**src/rtl/traffic_phase_ctrl_pkg.sv**
```systemverilog
// traffic_pkg: controller state encoding and signal-head colour codes.
package traffic_pkg;
    typedef enum logic [1:0] {ALLRED, GREEN, YELLOW, FLASH} state_t;
    localparam logic [2:0] LIGHT_RED    = 3'b100;
    localparam logic [2:0] LIGHT_GREEN  = 3'b010;
    localparam logic [2:0] LIGHT_YELLOW = 3'b001;
    localparam logic [2:0] LIGHT_OFF    = 3'b000;
endpackage

```
**src/rtl/traffic_phase_ctrl_if.sv**
```systemverilog
// traffic_phase_ctrl_if: control inputs and signal-head outputs of one intersection.
interface traffic_phase_ctrl_if #(parameter int NUM_PHASES = 2);
    localparam int PW = (NUM_PHASES > 1) ? $clog2(NUM_PHASES) : 1;
    logic                    en;
    logic                    flash_mode;
    logic [NUM_PHASES-1:0]   ped_req;
    logic [3*NUM_PHASES-1:0] light;
    logic [NUM_PHASES-1:0]   walk;
    logic [NUM_PHASES-1:0]   ped_pending;
    logic [PW-1:0]           cur_phase;
    logic                    flashing;
    modport master (output en, flash_mode, ped_req,
                    input  light, walk, ped_pending, cur_phase, flashing);
    modport slave  (input  en, flash_mode, ped_req,
                    output light, walk, ped_pending, cur_phase, flashing);
endinterface

```
**src/rtl/traffic_phase_ctrl_ped_req_latch.sv**
```systemverilog
// ped_req_latch: sticky pedestrian requests; a serve clear beats a same-cycle request.
module ped_req_latch #(
    parameter int N = 2
) (
    input  logic         clk,
    input  logic         rst_n,
    input  logic [N-1:0] i_req,
    input  logic         i_ignore,
    input  logic [N-1:0] i_clr,
    input  logic         i_clr_all,
    output logic [N-1:0] o_pend
);
    logic [N-1:0] r_pend;
    always_ff @(posedge clk or negedge rst_n) begin
        if (!rst_n)
            r_pend <= '0;
        else
            r_pend <= i_clr_all ? '0 : (r_pend | (i_ignore ? '0 : i_req)) & ~i_clr;
    end
    assign o_pend = r_pend;
endmodule

```
**src/rtl/traffic_phase_ctrl.sv**
```systemverilog
// traffic_phase_ctrl: round-robin N-phase signal controller with all-red clearance,
// pedestrian walk service, early green cut, flashing-yellow maintenance and enable hold.
module traffic_phase_ctrl
    import traffic_pkg::*;
#(
    parameter int NUM_PHASES  = 2,
    parameter int CNT_W       = 8,
    parameter int GREEN_TIME  = 15,
    parameter int YELLOW_TIME = 5,
    parameter int ALLRED_TIME = 2,
    parameter int MIN_GREEN   = 5,
    parameter int FLASH_HALF  = 4
) (
    input logic                 clk,
    input logic                 rst_n,
    traffic_phase_ctrl_if.slave bus
);
    localparam int PW   = (NUM_PHASES > 1) ? $clog2(NUM_PHASES) : 1;
    localparam int CMAX = (1 << CNT_W) - 1;
    if (NUM_PHASES < 2 || GREEN_TIME < 1 || YELLOW_TIME < 1 || ALLRED_TIME < 1 ||
        FLASH_HALF < 1 || MIN_GREEN < 1 || MIN_GREEN > GREEN_TIME ||
        GREEN_TIME > CMAX || YELLOW_TIME > CMAX || ALLRED_TIME > CMAX ||
        MIN_GREEN > CMAX || FLASH_HALF > CMAX) begin : g_param_err
        $error("traffic_phase_ctrl: illegal timing parameters");
    end
    localparam logic [CNT_W-1:0] G_LAST   = CNT_W'(GREEN_TIME - 1);
    localparam logic [CNT_W-1:0] Y_LAST   = CNT_W'(YELLOW_TIME - 1);
    localparam logic [CNT_W-1:0] AR_LAST  = CNT_W'(ALLRED_TIME - 1);
    localparam logic [CNT_W-1:0] MIN_LAST = CNT_W'(MIN_GREEN - 1);
    localparam logic [CNT_W-1:0] F_LAST   = CNT_W'(FLASH_HALF - 1);
    localparam logic [PW-1:0]    LAST_PH  = PW'(NUM_PHASES - 1);
    state_t                r_state;
    logic [CNT_W-1:0]      r_cnt;
    logic [PW-1:0]         r_phase;
    logic                  r_flash_off;
    logic [NUM_PHASES-1:0] r_walk;
    logic [NUM_PHASES-1:0] w_pend;
    logic [NUM_PHASES-1:0] w_phase_oh;
    logic [NUM_PHASES-1:0] w_nxt_oh;
    logic [PW-1:0]         w_phase_nxt;
    logic                  w_cut;
    logic                  w_flash_entry;
    logic                  w_green_entry;
    logic [3*NUM_PHASES-1:0] w_light;
    assign w_phase_nxt   = (r_phase == LAST_PH) ? '0 : r_phase + PW'(1);
    assign w_phase_oh    = NUM_PHASES'(1) << r_phase;
    assign w_nxt_oh      = NUM_PHASES'(1) << w_phase_nxt;
    // a request on the green phase itself never cuts its own green
    assign w_cut         = (r_cnt >= MIN_LAST) && |(w_pend & ~w_phase_oh);
    assign w_flash_entry = bus.en && bus.flash_mode;
    assign w_green_entry = bus.en && !bus.flash_mode && r_state == ALLRED && r_cnt == AR_LAST;
    ped_req_latch #(.N(NUM_PHASES)) u_ped_latch (
        .clk      (clk),
        .rst_n    (rst_n),
        .i_req    (bus.ped_req),
        .i_ignore (r_state == FLASH),
        .i_clr    (w_green_entry ? w_nxt_oh : '0),
        .i_clr_all(w_flash_entry),
        .o_pend   (w_pend)
    );
    always_ff @(posedge clk or negedge rst_n) begin
        if (!rst_n) begin
            r_state     <= ALLRED;
            r_cnt       <= '0;
            r_phase     <= LAST_PH;
            r_flash_off <= 1'b0;
            r_walk      <= '0;
        end else if (bus.en) begin
            if (bus.flash_mode && r_state != FLASH) begin
                r_state     <= FLASH;
                r_cnt       <= '0;
                r_flash_off <= 1'b0;
            end else begin
                case (r_state)
                    ALLRED: begin
                        r_cnt <= (r_cnt == AR_LAST) ? '0 : r_cnt + CNT_W'(1);
                        if (r_cnt == AR_LAST) begin
                            r_state <= GREEN;
                            r_phase <= w_phase_nxt;
                            r_walk  <= w_pend & w_nxt_oh;
                        end
                    end
                    GREEN: begin
                        r_cnt   <= (r_cnt == G_LAST || w_cut) ? '0 : r_cnt + CNT_W'(1);
                        r_state <= (r_cnt == G_LAST || w_cut) ? YELLOW : GREEN;
                    end
                    YELLOW: begin
                        r_cnt   <= (r_cnt == Y_LAST) ? '0 : r_cnt + CNT_W'(1);
                        r_state <= (r_cnt == Y_LAST) ? ALLRED : YELLOW;
                    end
                    FLASH: begin
                        if (!bus.flash_mode) begin
                            r_state <= ALLRED;
                            r_cnt   <= '0;
                            r_phase <= LAST_PH;
                        end else if (r_cnt == F_LAST) begin
                            r_cnt       <= '0;
                            r_flash_off <= ~r_flash_off;
                        end else begin
                            r_cnt <= r_cnt + CNT_W'(1);
                        end
                    end
                    default: r_state <= ALLRED;
                endcase
            end
        end
    end
    always_comb begin
        w_light = '0;
        for (int i = 0; i < NUM_PHASES; i++)
            w_light[3*i +: 3] = (r_state == FLASH) ? (r_flash_off ? LIGHT_OFF : LIGHT_YELLOW) :
                                (PW'(i) != r_phase) ? LIGHT_RED :
                                (r_state == GREEN)  ? LIGHT_GREEN :
                                (r_state == YELLOW) ? LIGHT_YELLOW : LIGHT_RED;
    end
    assign bus.light       = w_light;
    assign bus.walk        = (r_state == GREEN) ? r_walk : '0;
    assign bus.ped_pending = w_pend;
    assign bus.cur_phase   = r_phase;
    assign bus.flashing    = (r_state == FLASH);
endmodule

```
**src/flat_wrapper.sv**
```systemverilog
// flat-port wrapper written by rule: the top's interface ports become plain ports
module traffic_phase_ctrl_flat import traffic_pkg::*;
#(
    parameter int NUM_PHASES  = 2,
    parameter int CNT_W       = 8,
    parameter int GREEN_TIME  = 15,
    parameter int YELLOW_TIME = 5,
    parameter int ALLRED_TIME = 2,
    parameter int MIN_GREEN   = 5,
    parameter int FLASH_HALF  = 4
)
  (clk, rst_n, bus_en, bus_flash_mode, bus_ped_req, bus_light, bus_walk, bus_ped_pending, bus_cur_phase, bus_flashing);
  traffic_phase_ctrl_if #(.NUM_PHASES(NUM_PHASES)) bus_i ();
  input logic clk;
  input logic rst_n;
  input wire logic [$bits(bus_i.en)-1:0] bus_en;
  input wire logic [$bits(bus_i.flash_mode)-1:0] bus_flash_mode;
  input wire logic [$bits(bus_i.ped_req)-1:0] bus_ped_req;
  output wire logic [$bits(bus_i.light)-1:0] bus_light;
  output wire logic [$bits(bus_i.walk)-1:0] bus_walk;
  output wire logic [$bits(bus_i.ped_pending)-1:0] bus_ped_pending;
  output wire logic [$bits(bus_i.cur_phase)-1:0] bus_cur_phase;
  output wire logic [$bits(bus_i.flashing)-1:0] bus_flashing;
  assign bus_i.en = bus_en;
  assign bus_i.flash_mode = bus_flash_mode;
  assign bus_i.ped_req = bus_ped_req;
  assign bus_light = bus_i.light;
  assign bus_walk = bus_i.walk;
  assign bus_ped_pending = bus_i.ped_pending;
  assign bus_cur_phase = bus_i.cur_phase;
  assign bus_flashing = bus_i.flashing;
  traffic_phase_ctrl #(.NUM_PHASES(NUM_PHASES), .CNT_W(CNT_W), .GREEN_TIME(GREEN_TIME), .YELLOW_TIME(YELLOW_TIME), .ALLRED_TIME(ALLRED_TIME), .MIN_GREEN(MIN_GREEN), .FLASH_HALF(FLASH_HALF)) u_core (.clk(clk), .rst_n(rst_n), .bus(bus_i));
endmodule
```
**config.mk**
```make
export PLATFORM = sky130hd
export DESIGN_NAME = traffic_phase_ctrl_flat
export DESIGN_NICKNAME = d
export VERILOG_FILES = /design/src/rtl/traffic_phase_ctrl_pkg.sv /design/src/rtl/traffic_phase_ctrl_if.sv /design/src/rtl/traffic_phase_ctrl_ped_req_latch.sv /design/src/rtl/traffic_phase_ctrl.sv /design/src/flat_wrapper.sv
export SDC_FILE = /design/constraint.sdc
export NUM_CORES = 1
export LEC_CHECK = 0
export BUFFER_PORTS_ARGS = -buffer_cell sky130_fd_sc_hd__clkbuf_2
export CAP_MARGIN = 20
export CORE_MARGIN = 2
export CORE_UTILIZATION = 40
export CTS_BUF_LIST = sky130_fd_sc_hd__clkbuf_16
export CTS_CLUSTER_DIAMETER = 60
export CTS_CLUSTER_SIZE = 8
export DETAILED_ROUTE_END_ITERATION = 12
export GPL_TIMING_DRIVEN = 0
export PLACE_DENSITY = 0.68
export SYNTH_ARGS = -nofsm -noshare
export SYNTH_HDL_FRONTEND = slang
export SYNTH_HIERARCHICAL = 1
export SYNTH_SLANG_ARGS = --single-unit
```
**constraint.sdc**
```tcl
create_clock -name clk -period 4.7 [get_ports clk]
set_input_delay 0.705 -clock clk [delete_from_list [all_inputs] [get_ports clk]]
set_output_delay 0.705 -clock clk [all_outputs]
set_load 0.05 [all_outputs]
```
==> results of run 1 <==
==> per-stage QoR <==
step | instances | util, % | hold WS (ns)
6_report | 187 | 49.1 | 0.376
5_1_grt | 187 | 49.1 | 0.405
4_1_cts | 187 | 49.1 | 0.397
3_5_place_dp | 183 | 46.3 | 0.512
3_3_place_gp | 183 | 46.3 | 0.505
2_1_floorplan | 135 | - | 0.409
==> synthesized netlist by cell type <==
| library cell | count |
|---|---|
| nand2_1 | 8 |
| a21oi_1 | 7 |
| o22ai_1 | 3 |
| nor2b_1 | 3 |
| mux2i_1 | 4 |
| nand4_1 | 3 |
| inv_1 | 17 |
| or4_4 | 1 |
| a22o_1 | 1 |
| and3_1 | 4 |
| nor4_1 | 1 |
| nand2b_1 | 3 |
| clkbuf_1 | 2 |
| o221ai_2 | 1 |
| nand3_1 | 6 |
| a31oi_1 | 2 |
| nor3_1 | 5 |
| o21ai_1 | 5 |
| buf_6 | 1 |
| o21ai_0 | 5 |
| a31o_4 | 1 |
| o21ai_2 | 1 |
| o21a_1 | 2 |
| ha_1 | 10 |
| a31o_2 | 1 |
| o221ai_1 | 4 |
| dfstp_2 | 1 |
| o31a_1 | 1 |
| dfrtp_1 | 15 |
| nor2_1 | 11 |
| xnor2_1 | 1 |
| and2_1 | 4 |
| and4_2 | 1 |
==> layer usage <==
layer / vias up / GRT usage [%]
met5: - / 0
met4: 0 / 7.97
met3: 6 / 3.13
met2: 38 / 30.4
met1: 504 / 21.7
li1: 520 / -
==> flip-flops by register name, summed over array words and instances, names as in the netlist <==
| signal | count |
|---|---|
| u_core/bus.cur_phase | 1 |
| u_core/r_cnt | 8 |
| u_core/r_flash_off | 1 |
| u_core/r_state | 2 |
| u_core/r_walk | 2 |
| u_core/u_ped_latch/o_pend | 2 |
==> cell families after synthesis <==
kind of cell	synth area share, %
AND/OR/NAND/NOR	22.6
flip-flops	34.9
adder cells (fa/ha/maj)	10.9
XOR/XNOR	0.760
AO/OA/AOI/OAI	20.3
multiplexers	3.47
buffers and inverters	7.17
==> power by group <==
part,switching [mW],leakage [nW],internal (mW)
clock,0.0587,0.0385,0.113
combinational,0.424,0.398,0.155
sequential,0.0419,0.203,0.180
==> how the worst max path moves through the flow <==
| stage | start | end | slack [ns] |
|---|---|---|---|
| 2_1_floorplan | u_core/r_state[0] | bus_light[0] | 1.75 |
| 3_3_place_gp | u_core/r_state[1] | bus_light[3] | 2.54 |
| 3_5_place_dp | u_core/r_state[1] | bus_light[3] | 2.52 |
| 4_1_cts | u_core/r_state[1] | bus_light[3] | 2.24 |
| 5_1_grt | u_core/r_state[1] | bus_light[0] | 2.12 |
| 6_report | u_core/r_state[1] | bus_light[0] | 2.24 |
==> layout make-up <==
class	instances	area [um2]	share of cell area [%]
Buffer	3	18.8	1.39
Clock buffer	3	75.1	5.54
Clock inverter	1	3.75	0.277
Inverter	17	63.8	4.71
Multi-Input combinational cell	99	668	49.3
Sequential cell	16	402	29.6
Tap cell	31	38.8	2.86
Timing Repair Buffer	17	85.1	6.28
==> flow_summary_export.csv, run 1 <==
group,metric,value,unit
critical_path,timing.rr.start,"u_core/r_cnt[4]",
sta,hold_viol_final,0,
finish,fin_area,0.00136,mm2
finish,area_growth,17.6,%
sta,post-route-min-period,2.46,ns
floorplan,core_area,0.00276,mm2
place,port_buffers,17,
cts,cts_resized,0,
synthesis,synth_cell_type_count,33,
finish,final_cell_mix,"clkbuf_2 (17), inv_1 (17), dfrtp_1 (15)",
detailed_routing,finalWirelength,2740,um
synthesis,yosysTopAreaCell,"dfrtp_1",
synthesis,synth.cell_area,0.00115,mm2
global_routing,grt_max_degree,17,
floorplan,dieArea,0.00333,mm2
place,place_congestion,0.789,
run_status,outcome,"finished clean",
critical_path,rrSetupSlack,2.52,ns
finish,nFillCells,259,
floorplan,ios,18,
detailed_routing,wire_per_inst,14.6,um
pwr,power,972,uW
sta,rsz0062_at_grt,"no",
detailed_routing,drt-initial-drc-count,27,
critical_path,worst_setup_path_end_kind,"primary output",
worst_hold_path,hp-class,"in -> async",
sta,final_max_slew_viol_count,0,
synthesis,yosys_warnings,6,
critical_path,worst-path-buf-inv,2,
sta,tns,0,ns
sta,worst_slack,2.24,ns
critical_path,required,3.99,ns
global_routing,grt_overflow_total,0,
sta,skew,0.00226,ns
critical_path,cp-start-kind,"flop",
cts,clock-sinks,16,
synthesis,syn_inst,135,
place,dp_hpwl,1960,um
detailed_routing,drc,0,
cts,numCtsBuffers,3,
cts,clk_latency,0.25,ns
cts,hold_buffers,0,
synthesis,synth.area.top_cells,"dfrtp_1 (33%), ha_1 (11%), inv_1 (5.5%)",
pwr,vdd_drop_max,0.000795,V
flow_run,max_cap_violations,0,
cts,cts_buffer_depth,2,
detailed_routing,first_pass_iters,4,
detailed_routing,routed-wl-met3,163,um
synthesis,avgSynthCellArea,8.54,um2
place,pre_cts_slack,2.52,ns
cts,root_buffer,"clkbuf_16",
synthesis,yosysSeqAreaShare,34.9,%
synthesis,synth_nets,151,
floorplan,die_h,57.7,um
synthesis,post-synth-top-area-fraction,32.6,%
sta,finalCritPeriodShare,52.3,%
place,dpl-instance-area,0.00128,mm2
detailed_routing,ant_nets,0,
global_routing,grt_pass1_wl,4520,um
global_routing,antenna_found_initial,0,
critical_path,cp_slowest_cell,"dfrtp_1",
synthesis,ys_ff_latch,16,
finish,fin_nets,173,
sta,worstMarginPinSlew,0.712,ns
critical_path,crit_path_cell_trace,"ha_1 -> inv_1 -> nand2_1 -> o21ai_0 -> clkbuf_2",
detailed_routing,drt-met1-wl,1250,um
critical_path,cp_max_fo,11,
detailed_routing,viasPerCell,5.71,
cts,cts_setup_buffers,0,
floorplan,start_util,41.8,%
detailed_routing,top_layer_used,"met4",
critical_path,r2r_cells,5,
pwr,p_leak,0.639,nW
critical_path,criticalPathCategory,"reg -> out",
critical_path,max_stage_delay,0.43,ns
floorplan,row_count,19,
critical_path,path_delay_family,"buffers and inverters",
global_routing,first_global_vias,1024,
cts,clk_pin_slew,0.05,ns
pwr,cellPowerDensity,718,mW/mm2
finish,antenna_cells,0,
cts,h-tree-depth,1,
critical_path,path_depth,5,
critical_path,reg2reg_to,"u_core/r_cnt[6]",
finish,drive_gt1_share,17.9,%
global_routing,grt_usage,17.7,%
detailed_routing,wl_met2,1280,um
detailed_routing,vias,1068,
cts,cts_tree,"built",
sta,relSlewSlack,52.1,%
sta,max_freq,0.407,GHz
sta,setup_violations,0,
floorplan,die_width,57.7,um
critical_path,cp.arrival,1.75,ns
Note: power is estimated with default switching activity, not from simulation.
==> run 2: changes to the inputs <==
ABC_AREA = 1   (was default)
PLACE_DENSITY = 0.67   (was 0.68)
clock period = 2.5 ns   (was 4.7 ns; I/O delays follow)
==> run 2 against run 1 <==
Effect of this change:
- die area up 6.9%
- utilization down 1.1 points
- clock-buffer cell count unchanged
- largest cell class unchanged
- sequential power up 89%
- critical path depth unchanged
- clock skew up 0.0038 ns
- largest power group unchanged
==> flow_summary_export.csv, run 2 <==
group,metric,value,unit
detailed_routing,first_pass_iters,6,
floorplan,dieArea,0.00355,mm2
place,post-place-cells,231,
place,dpl-instance-area,0.00136,mm2
synthesis,ys_ff_latch,16,
sta,worst_slack,0.397,ns
pwr,p_sw,943,uW
finish,nFillCells,308,
critical_path,worst_setup_path_end_kind,"primary output",
synthesis,synth_most_common_cell,"nand2_1",
cts,h-tree-depth,1,
finish,stdcell_count,235,
synthesis,syn_inst,181,
worst_hold_path,hp-class,"in -> async",
finish,largest_register,"u_core/r_cnt",
sta,rsz0062_at_grt,"no",
synthesis,yosysTopAreaCell,"dfrtp_1",
sta,tns,0,ns
cts,clock-sinks,16,
critical_path,cp-start-kind,"flop",
pwr,vdd_drop_max,0.000663,V
place,place_congestion,0.856,
floorplan,row_count,20,
synthesis,synth_nets,197,
flow_run,max_cap_violations,0,
critical_path,worst-path-buf-inv,2,
place,dp_hpwl,1890,um
synthesis,synth_cell_type_count,24,
finish,fin_area,0.00144,mm2
synthesis,async_reset_ff_share,100,%
sta,skew,0.00604,ns
synthesis,yosys_warnings,6,
cts,clk_pin_slew,0.05,ns
floorplan,die_h,59.6,um
finish,largest_reg_flops,8,
cts,cts_buffer_depth,2,
critical_path,rrSetupSlack,0.79,ns
pwr,intPower,820,uW
sta,post-route-min-period,2.10,ns
cts,clk_latency,0.25,ns
floorplan,ios,18,
floorplan,die_width,59.6,um
critical_path,criticalPathCategory,"reg -> out",
synthesis,synth-edff-count,0,
finish,area_growth,16.6,%
detailed_routing,finalWirelength,2450,um
detailed_routing,viasPerCell,4.64,
critical_path,max_stage_delay,0.43,ns
pwr,switching_share,53.5,%
sta,finalCritPeriodShare,84.1,%
cts,cts_tree,"built",
sta,hold_viol_final,0,
detailed_routing,drc,0,
finish,antenna_cells,0,
global_routing,grt_max_degree,17,
global_routing,grt_overflow_total,0,
synthesis,yosysSeqAreaShare,32.5,%
global_routing,antenna_found_initial,0,
critical_path,cp.arrival,1.73,ns
finish,drive_gt1_share,18.8,%
floorplan,core_area,0.00300,mm2
critical_path,cp_max_fo,8,
finish,fin_nets,219,
cts,hold_buffers,0,
pwr,power_frac_seq,23.8,%
detailed_routing,drt-met1-wl,1260,um
finish,final_common_cell,"nand2_1",
synthesis,synth.cell_area,0.00124,mm2
global_routing,grt_pass1_wl,4290,um
critical_path,cp_slowest_cell,"dfrtp_1",
global_routing,first_global_vias,972,
detailed_routing,vias,1090,
detailed_routing,wl_met2,1090,um
detailed_routing,drt-initial-drc-count,21,
detailed_routing,wire_per_inst,10.4,um
detailed_routing,ant_nets,0,
sta,max_freq,0.476,GHz
cts,numCtsBuffers,3,
cts,cts_setup_buffers,0,
cts,root_buffer,"clkbuf_16",
synthesis,post-synth-top-area-fraction,30.3,%
sta,final_max_slew_viol_count,0,
synthesis,synthTopCellsByCount,"nand2_1 (64), inv_1 (29), nor2_1 (17)",
run_status,outcome,"finished clean",
critical_path,path_delay_family,"buffers and inverters",
pwr,combPwrFrac,58.4,%
floorplan,start_util,41.2,%
detailed_routing,top_layer_used,"met4",
place,pre_cts_slack,0.663,ns
critical_path,crit_path_cell_trace,"ha_1 -> inv_1 -> nand2_1 -> o22ai_1 -> clkbuf_2",
pwr,p_leak,0.772,nW
sta,relSlewSlack,72.5,%
pwr,cellPowerDensity,1220,mW/mm2
finish,final_cell_mix,"nand2_1 (64), inv_1 (30), clkbuf_2 (17), nor2_1 (17), dfrtp_1 (15)",
synthesis,synth.area.top_cells,"dfrtp_1 (30%), nand2_1 (19%), ha_1 (10%)",
cts,cts_resized,0,
synthesis,synthFlopType,"dfrtp_1",
sta,worstMarginPinSlew,0.412,ns
place,port_buffers,17,
pwr,clock_power_share,17.8,%
critical_path,required,2.12,ns
sta,whs,0.0442,ns
detailed_routing,routed-wl-met3,48,um
sta,setup_violations,0,
synthesis,avgSynthCellArea,6.84,um2
global_routing,grt_usage,16.2,%
-- run 2: routing by layer --
| metal | global-route usage (%) | up-vias |
|---|---|---|
| met5 | 0 | - |
| met4 | 9.21 | 0 |
| met3 | 1.31 | 5 |
| met2 | 23.4 | 12 |
| met1 | 23.6 | 481 |
| li1 | - | 592 |
-- run 2: worst register-to-register path, stage by stage, from the launching register on --
cell	delay, ns
dfrtp_1	0.42
ha_1	0.32
inv_1	0.18
a21oi_1	0.31
nand2_2	0.18
nor2_1	0.13
nand2_1	0.06
nand2_1	0.05
-- run 2: layout make-up --
| class | count | area (um2) | share of cell area, % |
|---|---|---|---|
| Tap cell | 33 | 41.3 | 2.86 |
| Sequential cell | 16 | 402 | 27.8 |
| Clock buffer | 3 | 75.1 | 5.20 |
| Multi-Input combinational cell | 134 | 719 | 49.9 |
| Clock inverter | 1 | 3.75 | 0.260 |
| Timing Repair Buffer | 17 | 85.1 | 5.90 |
| Inverter | 31 | 116 | 8.07 |
-- run 2: logic make-up after synthesis --
logic type,count (synthesis),share of synthesized area (%)
AO/OA/AOI/OAI,18,8.59
XOR/XNOR,3,2.12
adder cells (fa/ha/maj),10,10.1
buffers and inverters,31,9.40
flip-flops,16,32.5
AND/OR/NAND/NOR,103,37.3
-- run 2: final timing paths --
path	cells past startpoint	endpoint	start
worst max-delay path	5	bus_light[3]	u_core/r_state[1]
max in group asynchronous	1	u_core/bus.cur_phase	rst_n
min in group clk	3	u_core/u_ped_latch/o_pend[0]	bus_ped_req[0]
worst max register to register	7	u_core/r_cnt[5]	u_core/r_state[1]
worst min register to register	2	u_core/r_walk[0]	u_core/r_walk[0]
worst min-delay path	1	u_core/r_cnt[3]	rst_n
-- run 2: power groups by stage --
stage,sequential [mW],clock [mW],combinational (mW)
after floorplan,0.477,0,0.761
after global placement,0.421,0,1.03
after detailed placement,0.423,0,1.03
after CTS,0.418,0.323,1.04
after global routing,0.435,0.331,1.13
final,0.419,0.313,1.03
-- run 2: per-stage QoR --
stage	power, mW	utilization (%)
6_report	1.76	48.0
5_1_grt	1.90	48.0
4_1_cts	1.78	48.0
3_5_place_dp	1.46	45.4
3_3_place_gp	1.45	45.4
2_1_floorplan	1.24	-
==> run 3: changes to the inputs <==
PLACE_DENSITY = 0.7   (was 0.67)
clock period = 1.91 ns   (was 2.5 ns; I/O delays follow)
==> run 3 against run 2 <==
Effect of this change:
- flip-flop and latch count unchanged
- sequential power up 31%
- critical endpoint is now bus_light[1]
- hold slack better by 0.22 ns
- combinational power up 40%
==> flow_summary_export.csv, run 3 (synthesis gave the netlist of run 2 again) <==
group,metric,value,unit
run_status,outcome,"finished clean",
floorplan,core_area,0.00300,mm2
finish,nFillCells,317,
finish,fin_util,49.4,%
place,dp_hpwl,2010,um
sta,skew,0.00100,ns
global_routing,grt_pass1_wl,4370,um
place,pre_cts_slack,0.195,ns
sta,worstMarginPinSlew,0.396,ns
floorplan,dieArea,0.00355,mm2
floorplan,ios,18,
sta,hold_viol_final,0,
critical_path,required,1.62,ns
floorplan,die_h,59.6,um
worst_hold_path,hp-class,"in -> reg",
critical_path,criticalPathCategory,"reg -> out",
pwr,power_frac_seq,22.8,%
sta,post-route-min-period,1.82,ns
global_routing,first_global_vias,1015,
cts,cts_tree,"built",
critical_path,cp-start-kind,"flop",
floorplan,row_count,20,
finish,stdcell_count,236,
detailed_routing,ant_nets,0,
critical_path,cp.arrival,1.54,ns
cts,numCtsBuffers,3,
sta,max_freq,0.549,GHz
sta,tns,0,ns
cts,cts_setup_buffers,0,
cts,h-tree-depth,1,
flow_run,max_cap_violations,0,
place,post-place-cells,231,
finish,drive_gt1_share,22.2,%
cts,clk_pin_slew,0.05,ns
detailed_routing,viasPerCell,4.70,
finish,final_cell_mix,"nand2_1 (64), inv_1 (28), nor2_1 (15), dfrtp_1 (15), clkbuf_2 (13)",
pwr,power,2.40,mW
sta,relSlewSlack,73.6,%
floorplan,start_util,41.2,%
detailed_routing,drc,0,
finish,antenna_cells,0,
pwr,cellPowerDensity,1620,mW/mm2
pwr,switching_share,52.9,%
detailed_routing,wire_per_inst,10.8,um
detailed_routing,finalWirelength,2540,um
finish,fin_nets,220,
pwr,intPower,1.13,mW
critical_path,cp_max_fo,5,
sta,worst_slack,0.0882,ns
pwr,p_leak,0.776,nW
finish,area_growth,19.9,%
place,place_congestion,0.869,
critical_path,worst_setup_path_end_kind,"primary output",
cts,clk_latency,0.25,ns
global_routing,grt_usage,16.7,%
global_routing,grt_overflow_total,0,
finish,fin_area,0.00148,mm2
finish,largest_reg_flops,8,
finish,final_common_cell,"nand2_1",
place,port_buffers,17,
pwr,clock_power_share,17.3,%
sta,setup_violations,0,
cts,cts_buffer_depth,2,
sta,rsz0062_at_grt,"no",
sta,whs,0.262,ns
global_routing,antenna_found_initial,0,
pwr,p_sw,1.27,mW
place,dpl-instance-area,0.00139,mm2
pwr,vdd_drop_max,0.00106,V
pwr,combPwrFrac,59.9,%
floorplan,die_width,59.6,um
cts,root_buffer,"clkbuf_16",
sta,final_max_slew_viol_count,0,
finish,largest_register,"u_core/r_cnt",
cts,clock-sinks,16,
detailed_routing,drt-initial-drc-count,25,
sta,finalCritPeriodShare,95.4,%
detailed_routing,vias,1110,
global_routing,grt_max_degree,17,
detailed_routing,first_pass_iters,4,
[run 3: cell count changes in the layout (fill, tap and decap cells not counted), sizes merged]
cell,delta
dlygate4sd3,+1
clkbuf,-2
buf,+2
inv,-1
clkinv,+1
[run 3: path summary, 6_finish.rpt]
kind | slack [ns] | startpoint | cells past startpoint | to
worst max-delay path | 0.09 | u_core/r_state[1] | 5 | bus_light[1]
worst min-delay path | 0.26 | bus_ped_req[1] | 3 | u_core/u_ped_latch/o_pend[1]
worst max register to register | 0.37 | u_core/r_state[1] | 7 | u_core/r_cnt[5]
worst min register to register | 0.50 | u_core/r_walk[1] | 2 | u_core/r_walk[1]
max in group asynchronous | 1.10 | rst_n | 2 | u_core/bus.cur_phase
min in group asynchronous | 0.50 | rst_n | 2 | u_core/r_cnt[0]
[run 3: what timing repair did]
item | in CTS | in global routing
hold endpoints to repair | 15 | 0
hold buffers | 1 | 0
setup endpoints to repair | 4 | 2
gates resized for setup | 4 | 2
[run 3: routing by layer]
layer,routed length (um),vias up,global-route usage [%]
met5,0,-,0
met4,48,0,7.30
met3,74,5,4.59
met2,1170,12,25.9
met1,1250,494,21.5
li1,-,599,-
[run 3: final cells by class]
cell class | count | area (um2) | share of cell area [%]
clock buffers | 3 | 75.1 | 5.06
clock inverters | 1 | 3.75 | 0.253
repair buffers | 18 | 103 | 6.91
flip-flops and latches | 16 | 402 | 27.1
inverters | 31 | 116 | 7.84
multi-input cells | 134 | 743 | 50.1
well taps | 33 | 41.3 | 2.78
[run 3: power by group through the flow]
stage | sequential (mW) | clock (mW) | combinational (mW)
after CTS | 0.550 | 0.430 | 1.44
after global routing | 0.570 | 0.441 | 1.58
after global placement | 0.552 | 0 | 1.40
after floorplan | 0.628 | 0 | 1.06
after detailed placement | 0.555 | 0 | 1.42
final | 0.548 | 0.414 | 1.44
[run 3: worst max-delay path: stages, from the launching register on]
cell and delay, ns:
dfrtp_1 0.42, inv_1 0.12, ha_1 0.28, inv_1 0.11, nor2_2 0.10, buf_2 0.26
